===== src/rtl/rv32i_pkg.sv =====
// Shared RV32I fetch definitions: data width, bubble encoding, reset vector and fetch FSM encoding.
package rv32i_pkg;

    localparam int XLEN = 32;

    localparam logic [XLEN-1:0] NOP_INSTR        = 32'h0000_0013;
    localparam logic [XLEN-1:0] RESET_PC_DEFAULT = 32'h0000_0000;

    localparam logic [0:0] FETCH_RUN   = 1'b0;
    localparam logic [0:0] FETCH_FAULT = 1'b1;

    function automatic logic misaligned(input logic [1:0] lsbs);
        return lsbs != 2'b00;
    endfunction

endpackage


===== src/rtl/instruction_fetch_unit_if.sv =====
// Bundle of the fetch stage's memory, redirect, decode-handshake and fault signals.
interface instruction_fetch_unit_if;
    import rv32i_pkg::*;

    logic [XLEN-1:0] imem_addr;
    logic [XLEN-1:0] imem_instr;
    logic            redirect_valid;
    logic [XLEN-1:0] redirect_target;
    logic            id_ready;
    logic            id_valid;
    logic [XLEN-1:0] id_instr;
    logic [XLEN-1:0] id_pc;
    logic [XLEN-1:0] id_pc_plus4;
    logic            fetch_fault;
    logic [XLEN-1:0] fault_pc;

    modport master (
        output imem_addr,
        input  imem_instr,
        input  redirect_valid,
        input  redirect_target,
        input  id_ready,
        output id_valid,
        output id_instr,
        output id_pc,
        output id_pc_plus4,
        output fetch_fault,
        output fault_pc
    );

    modport slave (
        input  imem_addr,
        output imem_instr,
        output redirect_valid,
        output redirect_target,
        output id_ready,
        input  id_valid,
        input  id_instr,
        input  id_pc,
        input  id_pc_plus4,
        input  fetch_fault,
        input  fault_pc
    );

endinterface


===== src/rtl/instruction_fetch_unit_if_id_register.sv =====
// IF/ID pipeline register: instruction, its PC and PC+4, plus a valid bit.
module if_id_register
    import rv32i_pkg::*;
#(
    parameter logic [XLEN-1:0] BUBBLE = rv32i_pkg::NOP_INSTR
) (
    input  logic            clk,
    input  logic            rst,
    input  logic            load,
    input  logic            flush,
    input  logic            drop,
    input  logic [XLEN-1:0] instr_i,
    input  logic [XLEN-1:0] pc_i,
    output logic            valid_o,
    output logic [XLEN-1:0] instr_o,
    output logic [XLEN-1:0] pc_o,
    output logic [XLEN-1:0] pc_plus4_o
);

    logic            valid_q, valid_d;
    logic [XLEN-1:0] instr_q, instr_d;
    logic [XLEN-1:0] pc_q, pc_d;
    logic [XLEN-1:0] pc_plus4_q, pc_plus4_d;

    // Flush wins over load; drop only retires the valid bit and leaves the payload.
    always_comb begin
        valid_d    = valid_q;
        instr_d    = instr_q;
        pc_d       = pc_q;
        pc_plus4_d = pc_plus4_q;
        if (flush) begin
            valid_d = 1'b0;
            instr_d = BUBBLE;
        end else if (load) begin
            valid_d    = 1'b1;
            instr_d    = instr_i;
            pc_d       = pc_i;
            pc_plus4_d = pc_i + 32'd4;
        end else if (drop) begin
            valid_d = 1'b0;
        end
    end

    always_ff @(posedge clk) begin
        if (rst) begin
            valid_q    <= 1'b0;
            instr_q    <= BUBBLE;
            pc_q       <= '0;
            pc_plus4_q <= '0;
        end else begin
            valid_q    <= valid_d;
            instr_q    <= instr_d;
            pc_q       <= pc_d;
            pc_plus4_q <= pc_plus4_d;
        end
    end

    assign valid_o    = valid_q;
    assign instr_o    = instr_q;
    assign pc_o       = pc_q;
    assign pc_plus4_o = pc_plus4_q;

endmodule


===== src/rtl/instruction_fetch_unit.sv =====
// RV32I fetch stage: owns the PC, selects the next PC, captures into IF/ID and tracks a sticky fetch fault.
module instruction_fetch_unit
    import rv32i_pkg::*;
#(
    parameter logic [XLEN-1:0] RESET_PC   = RESET_PC_DEFAULT,
    parameter int unsigned     IMEM_WORDS = 16,
    parameter logic [XLEN-1:0] NOP_INSTR  = rv32i_pkg::NOP_INSTR
) (
    input  logic                      clk,
    input  logic                      rst,
    instruction_fetch_unit_if.master  bus
);

    // 33-bit window bounds so RESET_PC near 2^32 cannot wrap the comparison.
    localparam logic [XLEN:0] WINDOW_LO = {1'b0, RESET_PC};
    localparam logic [XLEN:0] WINDOW_HI = WINDOW_LO + 33'(4 * IMEM_WORDS) - 33'd4;

    function automatic logic in_range(input logic [XLEN-1:0] a);
        return ({1'b0, a} >= WINDOW_LO) && ({1'b0, a} <= WINDOW_HI);
    endfunction

    logic [XLEN-1:0] pc_q, pc_d;
    logic [0:0]      state_q, state_d;
    logic [XLEN-1:0] fault_pc_q, fault_pc_d;

    logic            id_valid;
    logic            slot_free;
    logic            load, flush, drop;

    assign slot_free = !id_valid || bus.id_ready;

    always_comb begin
        pc_d       = pc_q;
        state_d    = state_q;
        fault_pc_d = fault_pc_q;
        load       = 1'b0;
        flush      = 1'b0;
        drop       = 1'b0;
        if (state_q == FETCH_RUN) begin
            if (bus.redirect_valid) begin
                flush = 1'b1;
                if (misaligned(bus.redirect_target[1:0]) || !in_range(bus.redirect_target)) begin
                    state_d    = FETCH_FAULT;
                    fault_pc_d = bus.redirect_target;
                end else begin
                    pc_d = bus.redirect_target;
                end
            end else if (slot_free && !in_range(pc_q)) begin
                state_d    = FETCH_FAULT;
                fault_pc_d = pc_q;
                drop       = 1'b1;
            end else if (slot_free) begin
                load = 1'b1;
                pc_d = pc_q + 32'd4;
            end
        end else begin
            // Faulted: PC frozen and redirects ignored; only let decode drain what it holds.
            drop = id_valid && bus.id_ready;
        end
    end

    always_ff @(posedge clk) begin
        if (rst) begin
            pc_q       <= RESET_PC;
            state_q    <= FETCH_RUN;
            fault_pc_q <= '0;
        end else begin
            pc_q       <= pc_d;
            state_q    <= state_d;
            fault_pc_q <= fault_pc_d;
        end
    end

    if_id_register #(
        .BUBBLE (NOP_INSTR)
    ) u_if_id (
        .clk        (clk),
        .rst        (rst),
        .load       (load),
        .flush      (flush),
        .drop       (drop),
        .instr_i    (bus.imem_instr),
        .pc_i       (pc_q),
        .valid_o    (id_valid),
        .instr_o    (bus.id_instr),
        .pc_o       (bus.id_pc),
        .pc_plus4_o (bus.id_pc_plus4)
    );

    assign bus.imem_addr   = pc_q;
    assign bus.id_valid    = id_valid;
    assign bus.fetch_fault = (state_q == FETCH_FAULT);
    assign bus.fault_pc    = fault_pc_q;

endmodule


===== src/flat_wrapper.sv =====
// flat-port wrapper written by rule: the top's interface ports become plain ports
module instruction_fetch_unit_flat import rv32i_pkg::*;
#(
    parameter logic [XLEN-1:0] RESET_PC   = RESET_PC_DEFAULT,
    parameter int unsigned     IMEM_WORDS = 16,
    parameter logic [XLEN-1:0] NOP_INSTR  = rv32i_pkg::NOP_INSTR
)
  (clk, rst, bus_imem_addr, bus_imem_instr, bus_redirect_valid, bus_redirect_target, bus_id_ready, bus_id_valid, bus_id_instr, bus_id_pc, bus_id_pc_plus4, bus_fetch_fault, bus_fault_pc);
  instruction_fetch_unit_if bus_i ();
  input  logic clk;
  input  logic rst;
  output wire logic [$bits(bus_i.imem_addr)-1:0] bus_imem_addr;
  input wire logic [$bits(bus_i.imem_instr)-1:0] bus_imem_instr;
  input wire logic [$bits(bus_i.redirect_valid)-1:0] bus_redirect_valid;
  input wire logic [$bits(bus_i.redirect_target)-1:0] bus_redirect_target;
  input wire logic [$bits(bus_i.id_ready)-1:0] bus_id_ready;
  output wire logic [$bits(bus_i.id_valid)-1:0] bus_id_valid;
  output wire logic [$bits(bus_i.id_instr)-1:0] bus_id_instr;
  output wire logic [$bits(bus_i.id_pc)-1:0] bus_id_pc;
  output wire logic [$bits(bus_i.id_pc_plus4)-1:0] bus_id_pc_plus4;
  output wire logic [$bits(bus_i.fetch_fault)-1:0] bus_fetch_fault;
  output wire logic [$bits(bus_i.fault_pc)-1:0] bus_fault_pc;
  assign bus_imem_addr = bus_i.imem_addr;
  assign bus_i.imem_instr = bus_imem_instr;
  assign bus_i.redirect_valid = bus_redirect_valid;
  assign bus_i.redirect_target = bus_redirect_target;
  assign bus_i.id_ready = bus_id_ready;
  assign bus_id_valid = bus_i.id_valid;
  assign bus_id_instr = bus_i.id_instr;
  assign bus_id_pc = bus_i.id_pc;
  assign bus_id_pc_plus4 = bus_i.id_pc_plus4;
  assign bus_fetch_fault = bus_i.fetch_fault;
  assign bus_fault_pc = bus_i.fault_pc;
  instruction_fetch_unit #(.RESET_PC(RESET_PC), .IMEM_WORDS(IMEM_WORDS), .NOP_INSTR(NOP_INSTR)) u_core (.clk(clk), .rst(rst), .bus(bus_i));
endmodule

===== config.mk =====
export PLATFORM = sky130hd
export DESIGN_NAME = instruction_fetch_unit_flat
export DESIGN_NICKNAME = d
export VERILOG_FILES = /design/src/rtl/rv32i_pkg.sv /design/src/rtl/instruction_fetch_unit_if.sv /design/src/rtl/instruction_fetch_unit_if_id_register.sv /design/src/rtl/instruction_fetch_unit.sv /design/src/flat_wrapper.sv
export SDC_FILE = /design/constraint.sdc
export NUM_CORES = 1
export LEC_CHECK = 0
export CAP_MARGIN = 20
export CELL_PAD_IN_SITES_DETAIL_PLACEMENT = 0
export CELL_PAD_IN_SITES_GLOBAL_PLACEMENT = 1
export CORE_MARGIN = 5
export CORE_UTILIZATION = 47
export DETAILED_ROUTE_END_ITERATION = 12
export DONT_BUFFER_PORTS = 1
export PLACE_DENSITY = 0.79
export SETUP_SLACK_MARGIN = 0.05
export SYNTH_ARGS = -nofsm -noshare
export SYNTH_HDL_FRONTEND = slang
export SYNTH_HIERARCHICAL = 1
export SYNTH_SLANG_ARGS = --single-unit

===== constraint.sdc =====
create_clock -name clk -period 3.7 [get_ports clk]
set_input_delay 0.74 -clock clk [delete_from_list [all_inputs] [get_ports clk]]
set_output_delay 0.74 -clock clk [all_outputs]
set_load 0.01 [all_outputs]

==> out/results.txt, run 1 <==
status -> complete, no violations
Via-to-Cell Ratio -> 5.93
# Max-Cap Violations -> 0
PwrDens -> 518 nW/um^2
CTS tree -> yes
Synth Warn # -> 6
Starting Density -> 47.5%
die outline width -> 130 um
Setup TNS Final -> 0 ns
post-CTS setup repair buffer count -> 0
H-tree depth -> 4
Routed WL -> 19600 um
final core occ -> 52.3%
syn_area_per_cell -> 9.41 sq um
Slew Viols, Final -> 0
Top Ports -> 230
vias in the first global route -> 5336
Worst Path Required -> 4.02 ns
total die area -> 17000 sq um
Total GRT Usage -> 22.6%
Hold/Removal Path Class -> in -> reg
ratio of cells with drive above 1 in the final layout -> 12.9%
Resized Gates After CTS -> 0
Num Clock Sinks -> 160
fin nets -> 780
Critical Path AT -> 3.12 ns
CTS root buf -> clkbuf_16
fmax -> 357 MHz
worst path cell trace -> ha_1, o2111a_1, nor4_1, nand3_1, inv_2, nor2b_4, buf_4, nor2_1, nor4_1
Syn Nets -> 795
Yosys reg bits -> 160
Post-synth EDFFs -> 0
clock slew at reported path FFs -> 0.06 ns
Leak -> 2.67 nW
Slew headroom -> 39.1%
I/O Buffers -> 0
Clk Latency, worst-skew pair -> 0.42 ns
CTS Buffer Depth -> 2
Synth-to-Final Area Change -> 10.2%
Top FF cell, synth -> dfxtp_1
DR pass1 iterations -> 5
Slowest cell on crit path -> nor2b_4
Placeable Area -> 14400 sq um
Antenna Nets Post-Route -> 0
worst IR drop on VDD -> 0.000360 V
Setup Skew -> 0.00605 ns
Most common cell on crit path -> nor4_1
Mapped Area -> 6820 sq um
Fin. Hold Viols -> 0
Syn Inst Count -> 725
cts-stage hold buffer count -> 0
Period minus WS final -> 2.80 ns
cts bufs inserted -> 17
register area share after synthesis -> 46.9%
drt initial violations -> 288
Cell Count, Final, Fillers Out -> 907
startpoint class of the critical path -> register
multi-input logic area -> 3360 sq um
Register Area -> 3200 sq um
asr flop ratio synth -> 0%
largest net degree at the start of global routing -> 105
average wire per standard cell -> 21.6 um
setup violators final -> 0
WHS -> 0.376 ns
Yosys cell types -> 54
# DRC -> 0
antenna diode count -> 0
buffer and inverter count on the worst path -> 2
CP top delay family -> simple AND/OR/NAND/NOR gates
Overflow after GRT -> 0
HPWL after detailed placement -> 14000 um
met3 wire len -> 1910 um
CP Capture Type -> register
Rows -> 44
DRT met1 WL -> 8260 um
final clock period utilization by the worst path -> 75.6%
first-pass GRT wire length -> 29900 um
crit-path max FO -> 29
met2 wire length -> 9190 um
RSZ-0062 raised after global routing -> no
fill count -> 1316
max incr delay on CP -> 0.59 ns
top sig layer -> met4
Inst Count DP -> 875
Die H -> 130 um
RePlAce Congestion -> 0.811
initial antenna violation count -> 0
Vias -> 5382
Tightest Pin Transition -> 0.911 ns
crit path kind -> reg -> reg
-- metal layers --
layer | vias up | GRT usage [%]
li1 | 2598 | -
met1 | 2580 | 29.7
met2 | 185 | 34.6
met5 | - | 0
met3 | 19 | 7.89
met4 | 0 | 7.92
-- final timing paths --
path                           start                             to  slack, ns  cells after the start
max reg2reg  u_core/bus.imem_addr[2]  u_core/u_if_id/pc_plus4_o[31]       0.90                      9
min reg2reg  u_core/u_if_id/pc_o[18]        u_core/u_if_id/pc_o[18]       0.50                      2
max          u_core/bus.imem_addr[2]  u_core/u_if_id/pc_plus4_o[31]       0.90                      9
min                              rst        u_core/bus.fault_pc[11]       0.38                      1
-- area by class of cell --
cell class,count,area share [%]
multi-input combinational,503,44.7
sequential,160,42.6
clock buffer,23,6.22
tap,184,3.06
timing repair buffer,18,1.80
clock inverter,9,1.13
inverter,10,0.499
-- power breakdown --
group | leakage [nW] | switching [W] | internal, W
sequential | 1.30 | 0.000119 | 0.00181
combinational | 1.10 | 0.000181 | 0.000135
clock | 0.263 | 0.000691 | 0.000960
total | 2.67 | 0.000991 | 0.00290
-- cells in the final DEF, fill, tap and decap left out, types with 4 or more instances in the layout --
cell / instances
dfxtp_1: 160
nor2_1: 97
nand2_1: 79
mux2i_1: 64
a21oi_1: 39
a221oi_2: 30
and2_1: 26
nor4_1: 21
a211oi_1: 19
buf_4: 18
clkbuf_16: 17
nand3_1: 14
nand4_1: 12
nor3_1: 11
inv_1: 9
a311oi_1: 9
xor2_1: 8
or3_1: 7
and4_1: 7
o21ai_0: 6
xnor2_1: 6
clkbuf_1: 4
and3_1: 4
o31ai_1: 4
-- kinds of logic after synthesis --
group           synth area share, %
compound gates                 16.0
buf+inv                        3.98
xor+xnor                       1.80
mux                            9.39
fa+ha+maj                     0.367
flops                          46.9
simple gates                   21.6
-- cells in the mapped netlist (6+ instances only) --
cell type | number | area (sq um)
clkbuf_1 | 39 | 146
nand2_1 | 79 | 297
xnor2_1 | 6 | 52.6
a21oi_1 | 40 | 200
or3_1 | 7 | 43.8
nand3_1 | 14 | 70.1
and2_1 | 26 | 163
mux2i_1 | 64 | 641
xor2_1 | 8 | 70.1
and4_1 | 7 | 61.3
a211oi_1 | 19 | 143
nor4_1 | 21 | 131
nor3_1 | 11 | 55.1
nand4_1 | 12 | 75.1
inv_1 | 10 | 37.5
o21ai_0 | 6 | 30.0
dfxtp_1 | 160 | 3200
nor2_1 | 97 | 364
a221oi_2 | 30 | 450
a311oi_1 | 9 | 78.8
-- state kept, by name, summed over array words and instances, names as in the netlist --
register	cells
u_core/bus.fault_pc	32
u_core/bus.fetch_fault	1
u_core/bus.imem_addr	32
u_core/u_if_id/instr_o	32
u_core/u_if_id/pc_o	32
u_core/u_if_id/pc_plus4_o	30
u_core/u_if_id/valid_o	1
-- metrics by stage --
stage / total power [W] / setup WS [ns] / area, sq um
3_5_place_dp: 0.00228 / 0.898 / 6970
6_report: 0.00389 / 0.901 / 7520
3_3_place_gp: 0.00227 / 0.938 / 6970
5_1_grt: 0.00404 / 0.567 / 7520
2_1_floorplan: 0.00223 / 0.774 / 6820
4_1_cts: 0.00393 / 0.930 / 7520
Note: power is estimated with default switching activity, not from simulation.
==> run 2: changes to the inputs <==
--- a/config.mk
+++ b/config.mk
@@ -9,10 +9,10 @@
 export CELL_PAD_IN_SITES_DETAIL_PLACEMENT = 0
 export CELL_PAD_IN_SITES_GLOBAL_PLACEMENT = 1
 export CORE_MARGIN = 5
-export CORE_UTILIZATION = 47
+export CORE_UTILIZATION = 42
 export DETAILED_ROUTE_END_ITERATION = 12
 export DONT_BUFFER_PORTS = 1
-export PLACE_DENSITY = 0.79
+export PLACE_DENSITY = 0.75
 export SETUP_SLACK_MARGIN = 0.05
 export SYNTH_ARGS = -nofsm -noshare
 export SYNTH_HDL_FRONTEND = slang
==> constraint.sdc (replaced) <==
create_clock -name clk -period 2.5 [get_ports clk]
set_input_delay 0.5 -clock clk [delete_from_list [all_inputs] [get_ports clk]]
set_output_delay 0.5 -clock clk [all_outputs]
set_load 0.01 [all_outputs]
==> out/results.txt, run 2 (synthesized netlist as in run 1, its figures left out) <==
status -> complete, no violations
Switching Fraction -> 23.7% (-1.8 points)
crit path kind -> reg -> reg
RePlAce Congestion -> 0.864 (+6.5%)
Routed WL -> 20800 um (+6.2%)
Placeable Area -> 15900 sq um (+11%)
CP Capture Type -> register
Vias -> 5598 (+4.0%)
Switch Pwr -> 0.00151 W (+52%)
Period minus WS final -> 2.27 ns (-0.524 ns)
Synth-to-Final Area Change -> 17.3%
Crit Reg-Reg Endpoint -> u_core/u_if_id/instr_o[18]
ratio of cells with drive above 1 in the final layout -> 17.2% (+4.4 points)
Die H -> 137 um (+5.3%)
Rows -> 46 (+4.5%)
Crit Reg-Reg Startpoint -> u_core/bus.imem_addr[2]
Total GRT Usage -> 21.3% (-1.3 points)
PwrDens -> 796 nW/um^2 (+54%)
die outline width -> 137 um (+5.3%)
worst hold path depth -> 1 (unchanged)
worst IR drop on VDD -> 0.000487 V (+35%)
I/O Buffers -> 0 (unchanged)
Slew headroom -> 47.3% (+8.3 points)
clock share of power -> 47.2% (+4.8 points)
# DRC -> 0 (unchanged)
Top Ports -> 230 (unchanged)
first-pass GRT wire length -> 31000 um (+3.4%)
cts-stage hold buffer count -> 0 (unchanged)
average wire per standard cell -> 21.5 um (-0.83%)
largest net degree at the start of global routing -> 105 (unchanged)
hold endpoint -> u_core/bus.fault_pc[0]
Fin. Hold Viols -> 0 (unchanged)
Clk Latency, worst-skew pair -> 0.42 ns (about the same)
startpoint class of the critical path -> register
Setup Skew -> 0.00912 ns (+0.00307 ns)
vias in the first global route -> 5343 (+0.13%)
Final Total Pwr -> 0.00637 W (+64%)
Num Clock Sinks -> 160 (unchanged)
internal reg-to-reg setup slack -> 0.23 ns (-0.68 ns)
most frequent cells in the layout -> dfxtp_1 (160), nor2_1 (97), nand2_1 (79), mux2i_1 (64), buf_4 (46)
CTS root buf -> clkbuf_16
clock slew at reported path FFs -> 0.06 ns (about the same)
Tightest Pin Transition -> 0.783 ns (-0.128 ns)
Worst Path Required -> 2.79 ns (-1.23 ns)
fmax -> 440 MHz (+23%)
Hold Path Origin -> rst
final clock period utilization by the worst path -> 91.0% (+15 points)
Antenna Nets Post-Route -> 0 (unchanged)
HPWL after detailed placement -> 15200 um (+8.4%)
Slew Viols, Final -> 0 (unchanged)
reg2reg path depth -> 8 (-1)
Setup TNS Final -> 0 ns (unchanged)
Starting Density -> 43.0% (-4.5 points)
DR pass1 iterations -> 5 (unchanged)
fin nets -> 812 (+4.1%)
initial antenna violation count -> 0 (unchanged)
antenna diode count -> 0 (unchanged)
Comb pwr share -> 8.3% (+0.2 points)
Critical Path AT -> 2.56 ns (-0.56 ns)
Hold/Removal Path Class -> in -> reg
# Max-Cap Violations -> 0 (unchanged)
RSZ-0062 raised after global routing -> no
crit-path max FO -> 32 (+10%)
cts bufs inserted -> 17 (unchanged)
Seq pwr share -> 44.5% (-5.0 points)
Pint -> 0.00486 W (+67%)
total die area -> 18900 sq um (+11%)
Overflow after GRT -> 0 (unchanged)
H-tree depth -> 4 (unchanged)
CTS Buffer Depth -> 2 (unchanged)
Via-to-Cell Ratio -> 5.77 (-2.8%)
most common cell after layout, fill and taps aside -> dfxtp_1
drt initial violations -> 491 (+70%)
CTS tree -> yes
Leak -> 2.92 nW (+9.5%)
setup violators final -> 0 (unchanged)
[run 2: worst max-delay path, stage by stage (launching register included)]
cell	delay, ns
dfxtp_1	0.32
ha_1	0.24
o2111a_1	0.19
nor4_1	0.20
nand3_1	0.21
inv_4	0.17
buf_4	0.46
mux2i_1	0.28
nor2_1	0.06
[run 2: routing by layer]
layer	up-vias	GRT usage [%]	share of wire [%]
li1	2654	-	-
met1	2713	27.9	42
met2	217	33.1	48
met3	14	8.14	9.9
met4	0	5.65	0.88
met5	-	0	0
[run 2: how the worst max path moves through the flow]
stage / slack, ns / start / end / cells past startpoint
final: 0.23 / u_core/bus.imem_addr[2] / u_core/u_if_id/instr_o[18] / 8
after global routing: 0.08 / u_core/bus.imem_addr[2] / u_core/u_if_id/instr_o[23] / 8
after CTS: 0.17 / u_core/bus.imem_addr[2] / u_core/u_if_id/pc_plus4_o[13] / 10
after detailed placement: 0.19 / u_core/bus.imem_addr[2] / u_core/u_if_id/pc_plus4_o[13] / 10
after global placement: 0.30 / u_core/bus.imem_addr[16] / u_core/u_if_id/pc_plus4_o[5] / 9
after floorplan: 0.1 / u_core/bus.imem_addr[2] / u_core/u_if_id/pc_plus4_o[10] / 11
[run 2: power by group through the flow]
stage	Clock, W	Combinational, W	Sequential [W]
floorplan	0	0.000438	0.00286
global placement	0	0.000495	0.00289
detailed placement	0	0.000516	0.00289
CTS	0.00306	0.000517	0.00284
global route	0.00319	0.000578	0.00285
finish	0.00301	0.000530	0.00283
[run 2: stage by stage]
| step | worst slack, ns | hold WS (ns) | area (sq um) | utilization (%) | instances |
|---|---|---|---|---|---|
| global placement | 0.300 | 0.489 | 7270 | 45.8 | 937 |
| CTS | 0.168 | 0.123 | 7970 | 50.2 | 969 |
| detailed placement | 0.191 | 0.493 | 7270 | 45.8 | 937 |
| finish | 0.226 | 0.135 | 8000 | 50.4 | 971 |
| global route | 0.0822 | 0.105 | 8000 | 50.4 | 971 |
| floorplan | 0.0958 | 0.481 | 6840 | - | 725 |
[run 2: cell type report]
type | instances | area (sq um)
Inverter | 10 | 40.0
Timing Repair Buffer | 50 | 430
Clock buffer | 20 | 467
Clock inverter | 12 | 229
Fill cell | 1495 | 7880
Multi-Input combinational cell | 503 | 3360
Tap cell | 216 | 270
Sequential cell | 160 | 3200
[run 2: what timing repair did]
| action | 4_1_cts | 5_1_grt |
|---|---|---|
| setup buffers | 0 | 1 |
| gates resized for setup | 0 | 1 |
| setup endpoints to repair | 0 | 8 |
==> run 3: changes to the inputs <==
--- a/config.mk
+++ b/config.mk
@@ -8,7 +8,6 @@
 export CAP_MARGIN = 20
 export CELL_PAD_IN_SITES_DETAIL_PLACEMENT = 0
 export CELL_PAD_IN_SITES_GLOBAL_PLACEMENT = 1
-export CORE_MARGIN = 5
 export CORE_UTILIZATION = 42
 export DETAILED_ROUTE_END_ITERATION = 12
 export DONT_BUFFER_PORTS = 1
==> out/results.txt, run 3 (synthesized netlist as in run 1, its figures left out) <==
ratio of cells with drive above 1 in the final layout -> 17.5% (+0.30 points)
DR pass1 iterations -> 8 (+3)
Num Clock Sinks -> 160 (unchanged)
Starting Density -> 43.0% (unchanged)
Slew headroom -> 46.5% (-0.84 points)
Critical Path AT -> 2.57 ns (about the same)
Antenna Nets Post-Route -> 0 (unchanged)
PwrDens -> 778 nW/um^2 (-2.3%)
Total GRT Usage -> 23.5% (+2.2 points)
Hold/Removal Path Class -> in -> reg
RSZ-0062 raised after global routing -> no
die outline width -> 129 um (-5.8%)
Slew Viols, Final -> 0 (unchanged)
Placeable Area -> 15900 sq um (unchanged)
Clk Latency, worst-skew pair -> 0.43 ns (about the same)
startpoint class of the critical path -> register
CTS tree -> yes
final clock period utilization by the worst path -> 89.4% (-1.6 points)
setup violators final -> 0 (unchanged)
antenna diode count -> 0 (unchanged)
crit-path max FO -> 9 (-72%)
clock slew at reported path FFs -> 0.06 ns (about the same)
largest net degree at the start of global routing -> 105 (unchanged)
Post-DP Area -> 7330 sq um (+0.76%)
HPWL after detailed placement -> 14300 um (-5.5%)
WHS -> 0.122 ns (-0.0126 ns)
Worst Path Required -> 2.84 ns (+0.05 ns)
fin nets -> 816 (+0.49%)
cts-stage hold buffer count -> 0 (unchanged)
average wire per standard cell -> 20.3 um (-5.2%)
Period minus WS final -> 2.23 ns (-0.0398 ns)
initial antenna violation count -> 0 (unchanged)
Via-to-Cell Ratio -> 5.71 (-0.89%)
cts bufs inserted -> 17 (unchanged)
Tightest Pin Transition -> 0.795 ns (+0.0125 ns)
Fin. Hold Viols -> 0 (unchanged)
worst slack, placed -> 0.243 ns (+0.0511 ns)
status -> complete, no violations
Vias -> 5571 (-0.48%)
vias in the first global route -> 5299 (-0.82%)
most common cell after layout, fill and taps aside -> dfxtp_1
CTS Buffer Depth -> 2 (unchanged)
H-tree depth -> 4 (unchanged)
CTS root buf -> clkbuf_16
first-pass GRT wire length -> 29800 um (-3.8%)
Setup Skew -> 0.0129 ns (+0.00376 ns)
fill count -> 1507 (+0.80%)
Design Area, Final -> 8010 sq um (about the same)
fmax -> 448 MHz (+1.8%)
I/O Buffers -> 0 (unchanged)
# DRC -> 0 (unchanged)
worst IR drop on VDD -> 0.000510 V (+4.6%)
Rows -> 46 (unchanged)
Overflow after GRT -> 0 (unchanged)
total die area -> 16800 sq um (-11%)
Routed WL -> 19800 um (-4.8%)
# Max-Cap Violations -> 0 (unchanged)
crit path kind -> reg -> reg
Die H -> 129 um (-5.8%)
worst setup margin -> 0.266 ns (+0.0398 ns)
Leak -> 2.93 nW (+0.49%)
Final Total Pwr -> 0.00623 W (-2.2%)
CP Capture Type -> register
drt initial violations -> 339 (-31%)
Top Ports -> 230 (unchanged)
most frequent cells in the layout -> dfxtp_1 (160), nor2_1 (97), nand2_1 (79), mux2i_1 (64), buf_4 (48)
Synth-to-Final Area Change -> 17.3% (about the same)
RePlAce Congestion -> 0.856 (-0.90%)
Resized Gates After CTS -> 0 (unchanged)
Setup TNS Final -> 0 ns (unchanged)
-- run 3: cell count changes in the layout (fill, tap and decap cells not counted), moves of 2 or more --
cell	change
buf_12	+3
buf_4	+2
clkbuf_8	-2
clkinv_2	+2
-- run 3: worst max-delay path: stages (launching register included) --
cell and delay [ns]:
dfxtp_1 0.35, buf_4 0.20, ha_1 0.20, nand3_1 0.15, buf_4 0.20, nor3_1 0.57, a211oi_1 0.18, nor4_1 0.29
-- run 3: worst paths after layout --
kind	slack (ns)	cells past startpoint	start	endpoint
worst max-delay path	0.27	7	u_core/bus.imem_addr[2]	u_core/u_if_id/pc_plus4_o[28]
worst max register to register	0.27	7	u_core/bus.imem_addr[2]	u_core/u_if_id/pc_plus4_o[28]
worst min register to register	0.50	2	u_core/u_if_id/pc_o[21]	u_core/u_if_id/pc_o[21]
worst min-delay path	0.12	1	rst	u_core/bus.fault_pc[0]
-- run 3: area by class of cell --
cell class | count | area [sq um] | area share [%]
clock inverters | 13 | 210 | 2.63
well taps | 216 | 270 | 3.37
clock buffers | 19 | 443 | 5.53
multi-input cells | 503 | 3360 | 42.0
flip-flops and latches | 160 | 3200 | 40.0
inverters | 10 | 37.5 | 0.469
repair buffers | 54 | 480 | 6.00
-- run 3: metal layers --
layer | GRT usage [%] | wire [um] | vias to the layer above
li1 | - | - | 2669
met1 | 29.7 | 8420 | 2656
met2 | 37.4 | 9280 | 219
met3 | 7.76 | 1800 | 27
met4 | 8.69 | 328 | 0
met5 | 0 | 0 | -
-- run 3: metrics by stage --
stage / cells / utilization (%)
after global placement: 941 / 46.1
after global routing: 975 / 50.4
final: 975 / 50.4
after CTS: 973 / 50.2
after detailed placement: 941 / 46.1
after floorplan: 725 / -
-- run 3: repair_timing --
item                                   4_1_cts  5_1_grt
setup buffers                                0        2
endpoints found under the hold margin        0        0
setup endpoints to repair                    0        1
-- run 3: report_power, final --
part | switching [W] | internal (W) | leakage (nW)
registers | 0.000149 | 0.00267 | 1.30
clock network | 0.00106 | 0.00180 | 0.314
logic | 0.000306 | 0.000237 | 1.32
